[config.mk]
export PLATFORM = sky130hd
export DESIGN_NAME = store_capture_fifo
export DESIGN_NICKNAME = d
export VERILOG_FILES = /design/src/rtl/store_capture_fifo.sv
export SDC_FILE = /design/constraint.sdc
export NUM_CORES = 1
export LEC_CHECK = 0
export CELL_PAD_IN_SITES_DETAIL_PLACEMENT = 0
export CELL_PAD_IN_SITES_GLOBAL_PLACEMENT = 2
export CORE_MARGIN = 10
export CORE_UTILIZATION = 31
export CTS_CLUSTER_SIZE = 28
export DETAILED_ROUTE_END_ITERATION = 16
export HOLD_SLACK_MARGIN = 0.05
export PLACE_DENSITY_LB_ADDON = 0.1
export REMOVE_ABC_BUFFERS = 1
export SLEW_MARGIN = 20
export SYNTH_ARGS = -nofsm -noshare
export SYNTH_HDL_FRONTEND = slang
export SYNTH_SLANG_ARGS = --single-unit
[constraint.sdc]
create_clock -name clk -period 6.56 [get_ports clk]
set_clock_uncertainty 0.1 [all_clocks]
set_input_delay 1.64 -clock clk [delete_from_list [all_inputs] [get_ports clk]]
set_output_delay 1.64 -clock clk [all_outputs]
set_load 0.01 [all_outputs]
[src/rtl/store_capture_fifo.sv]
// store_capture_fifo
// Snoops the core's data-memory store port, keeps stores that fall inside
// [ADDR_LO, ADDR_HI], and queues {address, data} pairs for a valid/ready
// consumer. The head is first-word-fall-through. A store that arrives while
// the queue is full and no pop frees a slot is dropped. The drop sets a
// sticky flag and increments a saturating counter.
module store_capture_fifo #(
  parameter int unsigned DEPTH   = 8,
  parameter logic [31:0] ADDR_LO = 32'h0000_0000,
  parameter logic [31:0] ADDR_HI = 32'hFFFF_FFFF
) (
  input  logic                     clk,
  input  logic                     reset,
  input  logic                     MemWrite,
  input  logic [31:0]              DataAdr,
  input  logic [31:0]              WriteData,
  input  logic                     clear,
  output logic                     out_valid,
  input  logic                     out_ready,
  output logic [31:0]              out_addr,
  output logic [31:0]              out_data,
  output logic [$clog2(DEPTH):0]   count,
  output logic                     overflow,
  output logic [15:0]              drop_cnt
);

  localparam int unsigned AW = $clog2(DEPTH);
  localparam logic [AW:0] FULL_CNT = (AW+1)'(DEPTH);

  logic [31:0]   r_mem_addr [DEPTH];
  logic [31:0]   r_mem_data [DEPTH];
  logic [AW-1:0] r_wr_ptr;
  logic [AW-1:0] r_rd_ptr;
  logic [AW:0]   r_count;
  logic          r_overflow;
  logic [15:0]   r_drop_cnt;

  logic w_ge_lo;
  logic w_le_hi;
  logic w_hit;
  logic w_valid;
  logic w_full;
  logic w_pop;
  logic w_push;
  logic w_drop;

  // A window bound at the end of the address range always passes. Resolving
  // it at elaboration avoids a comparison whose result is constant.
  generate
    if (ADDR_LO == 32'h0000_0000) begin : g_lo_open
      assign w_ge_lo = 1'b1;
    end else begin : g_lo_cmp
      assign w_ge_lo = (DataAdr >= ADDR_LO);
    end
    if (ADDR_HI == 32'hFFFF_FFFF) begin : g_hi_open
      assign w_le_hi = 1'b1;
    end else begin : g_hi_cmp
      assign w_le_hi = (DataAdr <= ADDR_HI);
    end
  endgenerate

  assign w_hit   = MemWrite & w_ge_lo & w_le_hi;
  assign w_valid = (r_count != '0);
  assign w_full  = (r_count == FULL_CNT);
  assign w_pop   = w_valid & out_ready;
  // When the queue is full, a same-cycle pop frees the slot the push needs.
  assign w_push  = w_hit & (~w_full | w_pop);
  assign w_drop  = w_hit & w_full & ~w_pop;

  // Pointers, occupancy and drop bookkeeping. A clear overrides any
  // coincident push or pop, and the discarded store is not counted as a drop.
  always_ff @(posedge clk or posedge reset) begin
    if (reset) begin
      r_wr_ptr   <= '0;
      r_rd_ptr   <= '0;
      r_count    <= '0;
      r_overflow <= 1'b0;
      r_drop_cnt <= '0;
    end else if (clear) begin
      r_wr_ptr   <= '0;
      r_rd_ptr   <= '0;
      r_count    <= '0;
      r_overflow <= 1'b0;
      r_drop_cnt <= '0;
    end else begin
      if (w_push) r_wr_ptr <= r_wr_ptr + 1'b1;
      if (w_pop)  r_rd_ptr <= r_rd_ptr + 1'b1;
      case ({w_push, w_pop})
        2'b10:   r_count <= r_count + 1'b1;
        2'b01:   r_count <= r_count - 1'b1;
        default: r_count <= r_count;
      endcase
      if (w_drop) begin
        r_overflow <= 1'b1;
        if (r_drop_cnt != 16'hFFFF) r_drop_cnt <= r_drop_cnt + 16'd1;
      end
    end
  end

  // Entry storage. It has no reset because its contents only matter behind
  // the valid pointers.
  always_ff @(posedge clk) begin
    if (w_push && !clear) begin
      r_mem_addr[r_wr_ptr] <= DataAdr;
      r_mem_data[r_wr_ptr] <= WriteData;
    end
  end

  assign out_valid = w_valid;
  assign out_addr  = w_valid ? r_mem_addr[r_rd_ptr] : 32'h0;
  assign out_data  = w_valid ? r_mem_data[r_rd_ptr] : 32'h0;
  assign count     = r_count;
  assign overflow  = r_overflow;
  assign drop_cnt  = r_drop_cnt;

endmodule

Yosys cells after proc, flatten, opt, wreduce, memory -nomap -nowiden
Memory sizes are Yosys's and may differ from the RTL's.
Cells that the tools add are included.
- bits in registers: 27
- latch bits: 0
- RAM bits: 512
- bits in read-only memories: 0
- input port bits: 69
- output and inout bits: 86
- word-level logic and storage cells: 47
- memories kept: 2
- memories (name ; depth ; width ; rd ports ; clocked after Yosys merged registers in ; wr ports ; RTL line ; source):
    r_mem_addr ; 8 ; 32 ; 1 ; 0 ; 1 ; 30 ; logic [31:0] r_mem_addr [DEPTH];
    r_mem_data ; 8 ; 32 ; 1 ; 0 ; 1 ; 31 ; logic [31:0] r_mem_data [DEPTH];
- $add $sub $neg: 5
- multiply operators: 0
- divide/modulo/power cells: 0
- $lt $le $gt $ge: 0
- eq/ne operators: 4
- shift-type cells: 0
- mux-type cells: 15
- bitwise gates (word level): 7
- reduce and logical (&&, ||, !) cells: 9
- operator list (operator ; count):
    two-way mux 32 bit ; 2
    two-way mux 16 bit ; 3
    adder 16 x 1 -> 16 bit (second input constant) ; 1
    != test 16 bit (second input constant) ; 1
    two-way mux 3 bit ; 4
    one-hot mux 4 bit (2 select lines) ; 1
    nonzero test 2 bit ; 4
    adder 3 x 1 -> 3 bit (second input constant) ; 2
    adder 4 x 1 -> 4 bit (second input constant) ; 1
    bitwise AND 1 bit ; 4
    equality test 4 bit (second input constant) ; 1
    two-way mux 1 bit ; 4
    two-way mux 4 bit ; 1
    nonzero test 4 bit ; 1
    subtractor 4 x 1 -> 4 bit (second input constant) ; 1
    nonzero test 3 bit ; 1
    equality test 2 x 1 -> 1 bit (second input constant) ; 1
    equality test 2 bit (second input constant) ; 1
    inverter 1 bit ; 2
    AND reduction 2 bit ; 1
    logical AND 1 bit ; 1
    zero test 1 bit ; 1
    bitwise OR 1 bit ; 1

Logic depth before layout (Yosys ltp)
- word-level depth: 7
- mapped depth: 8
- mapped depth without buffers: 7

Worst setup path before layout
No wires, ideal clock.
- path kind: input -> register
- start: input MemWrite
- end: memory r_mem_addr[1][0] (enable)
- library setup time: 0.565 ns
- arrival time: 7.022 ns
- required time: 5.895 ns
- path slack: -1.127 ns
- cell stages on the path: 4
- buffers on the path: 1
- cells stage by stage: clkbuf_1 o21ai_0 or3b_2 nor3_1
- longest elaborated chain between the ends: 4
- ends and longest elaborated chain (what ; RTL line ; source):
    start: declaration ; 14 ; input logic MemWrite,
    bitwise AND 1 bit ; 67 ; assign w_push = w_hit & (~w_full | w_pop);
    logical AND 1 bit ; 103 ; if (w_push && !clear) begin
    two-way mux 1 bit ; 103 ;
    two-way mux 1 bit (not written as such) ; 104 ; r_mem_addr[r_wr_ptr] <= DataAdr;
    end: declaration ; 30 ;
No other way between the ends.

Worst setup path after layout
- start: register r_rd_ptr[1]
- end: output out_data[21]
- longest elaborated chain between the ends: 2
- ends and longest elaborated chain (what ; RTL line ; source):
    start: declaration ; 33 ; logic [AW-1:0] r_rd_ptr;
    start signal: assignment ; 87 ; if (w_pop) r_rd_ptr <= r_rd_ptr + 1'b1;
    memory read (8 x 32 bit) ; n/a ;
    two-way mux 32 bit ; 111 ; assign out_data = w_valid ? r_mem_data[r_rd_ptr] : 32'h0;
    end: declaration ; 21 ; output logic [31:0] out_data,
No other way between the ends.

==> results_dict.tcl <==
set metrics [dict create \
    gr-usage-all-layers 0.126 \
    grt_pass1_vias 11200 \
    drive_gt1_frac 0.211 \
    period_needed_ns 5.12 \
    finalHoldViolCount 0 \
    rows 95 \
    rsz0062_at_grt "false" \
    layout_setup_ws_ns 1.44 \
    antenna_found_initial 4 \
    max_freq_mhz 195 \
    synth_fa_ha_area_frac 0.00297 \
    synth_xor_xnor_area_share 0.00292 \
    synth_simple_gate_area_share 0.0370 \
    syn-cell-area_mm2 0.0210 \
    dr.first_iter.drc_count 646 \
    cts_tree "yes" \
    ys_seq_elements 539 \
    clkTransAtPathRegs_ns 0.06 \
    post_cts_buffers 0 \
    synth-seq-area-share 0.763 \
    routed_wl_mm 49.4 \
    place_hpwl_mm 26.9 \
    drc 0 \
    numClockSinks 539 \
    fp.dieW_um 280 \
    clockBufferDepth 3 \
    htree_levels 2 \
    ys_warn_count 0 \
    synth_area_leaders "edfxtp_1, mux4_2, dfrtp_1" \
    critical_path_arrival_ns 3.38 \
    yosysTopAreaCell "edfxtp_1" \
    power.density_mw_per_mm2 366 \
    synth_most_common_cell "edfxtp_1" \
    portBuffers 154 \
    synth_common_cells "edfxtp_1, mux4_2, nor2_1" \
    finalSetupViolations 0 \
    synth_top_family_by_area "multiplexers" \
    dr_total_vias 10100 \
    cts_hold_buf 0 \
    yosys.area.top_type_share 0.731 \
    dp_cells 1998 \
    io_pins 155 \
    rr_worst_depth 7 \
    period_share 0.780 \
    slew_headroom 0.340 \
    cts-root-buf "clkbuf_16" \
    crit_fanout 57 \
    tightest_slew_ns 0.990 \
    crit_chain "buf_4 -> mux4_2 -> mux2i_1 -> nor2_1 -> clkdlybuf4s50_1" \
    postRouteAntennaNets 0 \
    vias_per_cell 4.78 \
    die-area_mm2 0.0787 \
    maxCapViolCount 0 \
    wl_per_cell_um 23.4 \
    first_pass_iters 4 \
    tns_ns 0 \
    cts_resized 0 \
    overflow 0 \
    hold_path.class "register to register" \
    ys_types 43 \
    grt_max_degree 65 \
    crit_slowest_cell "dfrtp_4" \
    nFillCells 6128 \
    worst_ep_required_time_ns 4.82 \
    gp_routability_congestion 0.682 \
    grt_pass1_wl_mm 74.5 \
    holdPathStages 2 \
    synth_compound_area_frac 0.00904 \
    muxShareOfSynthArea 0.173 \
    crit_type "register to primary output" \
    avgSynthCellArea_um2 21.0 \
    cp-end-kind "primary output" \
    startpoint_type "register" \
    clk_latency_ns 0.60 \
    synthArstFlopShare 0.0501 \
    pre_cts_slack_ns 1.91 \
    p_leak_nw 7.82 \
    initial_utilization 0.313 \
    die_h_um 280 \
    synth_flop_cell "edfxtp_1" \
    slowest_delay_ns 1.03 \
    cts_buffers 59 \
    slew_viol_final 0 \
    netlist_instances 1001 \
    fin_cells 2109 \
    peakVddDrop_v 0.000265 \
    layout.nets 1260 \
    status "finished, final reports clean" \
    synth_edf_count 512 \
    syn_to_final_growth_pct 21.9 \
    coreArea_mm2 0.0672 \
]
==> report_power, final <==
part	total, mW	internal (mW)	switching (mW)	leakage [nW]
Combinational	2.27	1.18	1.09	1.94
Sequential	3.96	3.85	0.111	4.99
Clock	3.16	1.83	1.33	0.895
==> flip-flops by register name, indices dropped and copies added, names as in the netlist <==
name	count
r_wr_ptr	3
r_mem_addr	256
overflow	1
count	4
r_mem_data	256
drop_cnt	16
r_rd_ptr	3
==> area by class of cell <==
cell class	instances	area, um^2	area share
Antenna cell	2	5.00	0.000195
Clock buffer	75	1560	0.0608
Clock inverter	34	293	0.0114
Inverter	2	7.51	0.000293
Multi-Input combinational cell	405	4790	0.187
Sequential cell	539	16100	0.627
Tap cell	873	1090	0.0426
Timing Repair Buffer	179	1820	0.0709
==> per-layer routing <==
layer	up-vias	wire (um)	global-route usage
li1	4498	-	-
met4	8	905	0.0314
met3	70	2400	0.0295
met1	5345	21400	0.160
met5	-	48	0
met2	167	24600	0.214
==> placed cells by master, fill, tap and decap left out, types with 3 or more instances in the layout <==
master | netlist | routed
or4_1 | 7 | 7
clkdlybuf4s50_1 | 0 | 154
clkbuf_1 | 27 | 15
nor2_4 | 0 | 7
or3_1 | 4 | 4
ha_1 | 5 | 5
nor2b_1 | 8 | 8
clkinv_1 | 0 | 11
buf_4 | 0 | 18
nand2_1 | 11 | 11
mux2i_1 | 66 | 66
o21ai_0 | 8 | 8
clkinv_2 | 0 | 10
xor2_1 | 4 | 4
dfrtp_1 | 27 | 24
nand2b_1 | 3 | 3
dfrtp_4 | 0 | 3
buf_12 | 0 | 7
mux2_2 | 6 | 6
nor3_1 | 7 | 5
nand4_1 | 5 | 5
a21oi_1 | 11 | 11
edfxtp_1 | 512 | 512
bufinv_16 | 0 | 4
xnor2_1 | 3 | 3
mux4_2 | 128 | 128
o31ai_1 | 4 | 4
clkinvlp_4 | 0 | 4
clkbuf_16 | 0 | 60
nor2_1 | 92 | 85
nand3_1 | 9 | 9
==> worst paths after layout <==
path | start | end | slack (ns)
worst max-delay path | r_rd_ptr[1]$_DFFE_PP0P_ | out_data[21] | 1.44
worst min-delay path | overflow$_DFFE_PP0P_ | overflow$_DFFE_PP0P_ | 0.41
worst max register to register | count[1]$_DFFE_PP0P_ | count[3]$_DFFE_PP0P_ | 3.52
worst min register to register | overflow$_DFFE_PP0P_ | overflow$_DFFE_PP0P_ | 0.41
max in group asynchronous | reset | r_rd_ptr[2]$_DFFE_PP0P_ | 4.73
min in group asynchronous | reset | drop_cnt[7]$_DFFE_PP0P_ | 1.31
==> critical path: cells and delay by family, from the launching register on <==
| kind | cells | cell delay, ns |
|---|---|---|
| buffers and inverters | 2 | 1.00 |
| DFF | 1 | 1.03 |
| muxes | 2 | 0.63 |
| and+or+nand+nor | 1 | 0.07 |
==> logic make-up after synthesis <==
kind of cell | count (synthesis)
flops | 539
mux | 202
simple gates | 160
buf+inv | 57
compound gates | 31
xor+xnor | 7
fa+ha+maj | 5
==> per-stage QoR <==
step                area (um^2)  utilization  total power, mW  hold slack [ns]
floorplan                 20800            -             5.43            0.435
global placement          23800        0.354             6.42            0.383
detailed placement        23800        0.354             6.41            0.400
CTS                       25600        0.382             9.63            0.415
global route              25600        0.382             9.90            0.432
finish                    25600        0.382             9.39            0.410
(Power assumes the default switching activity.)
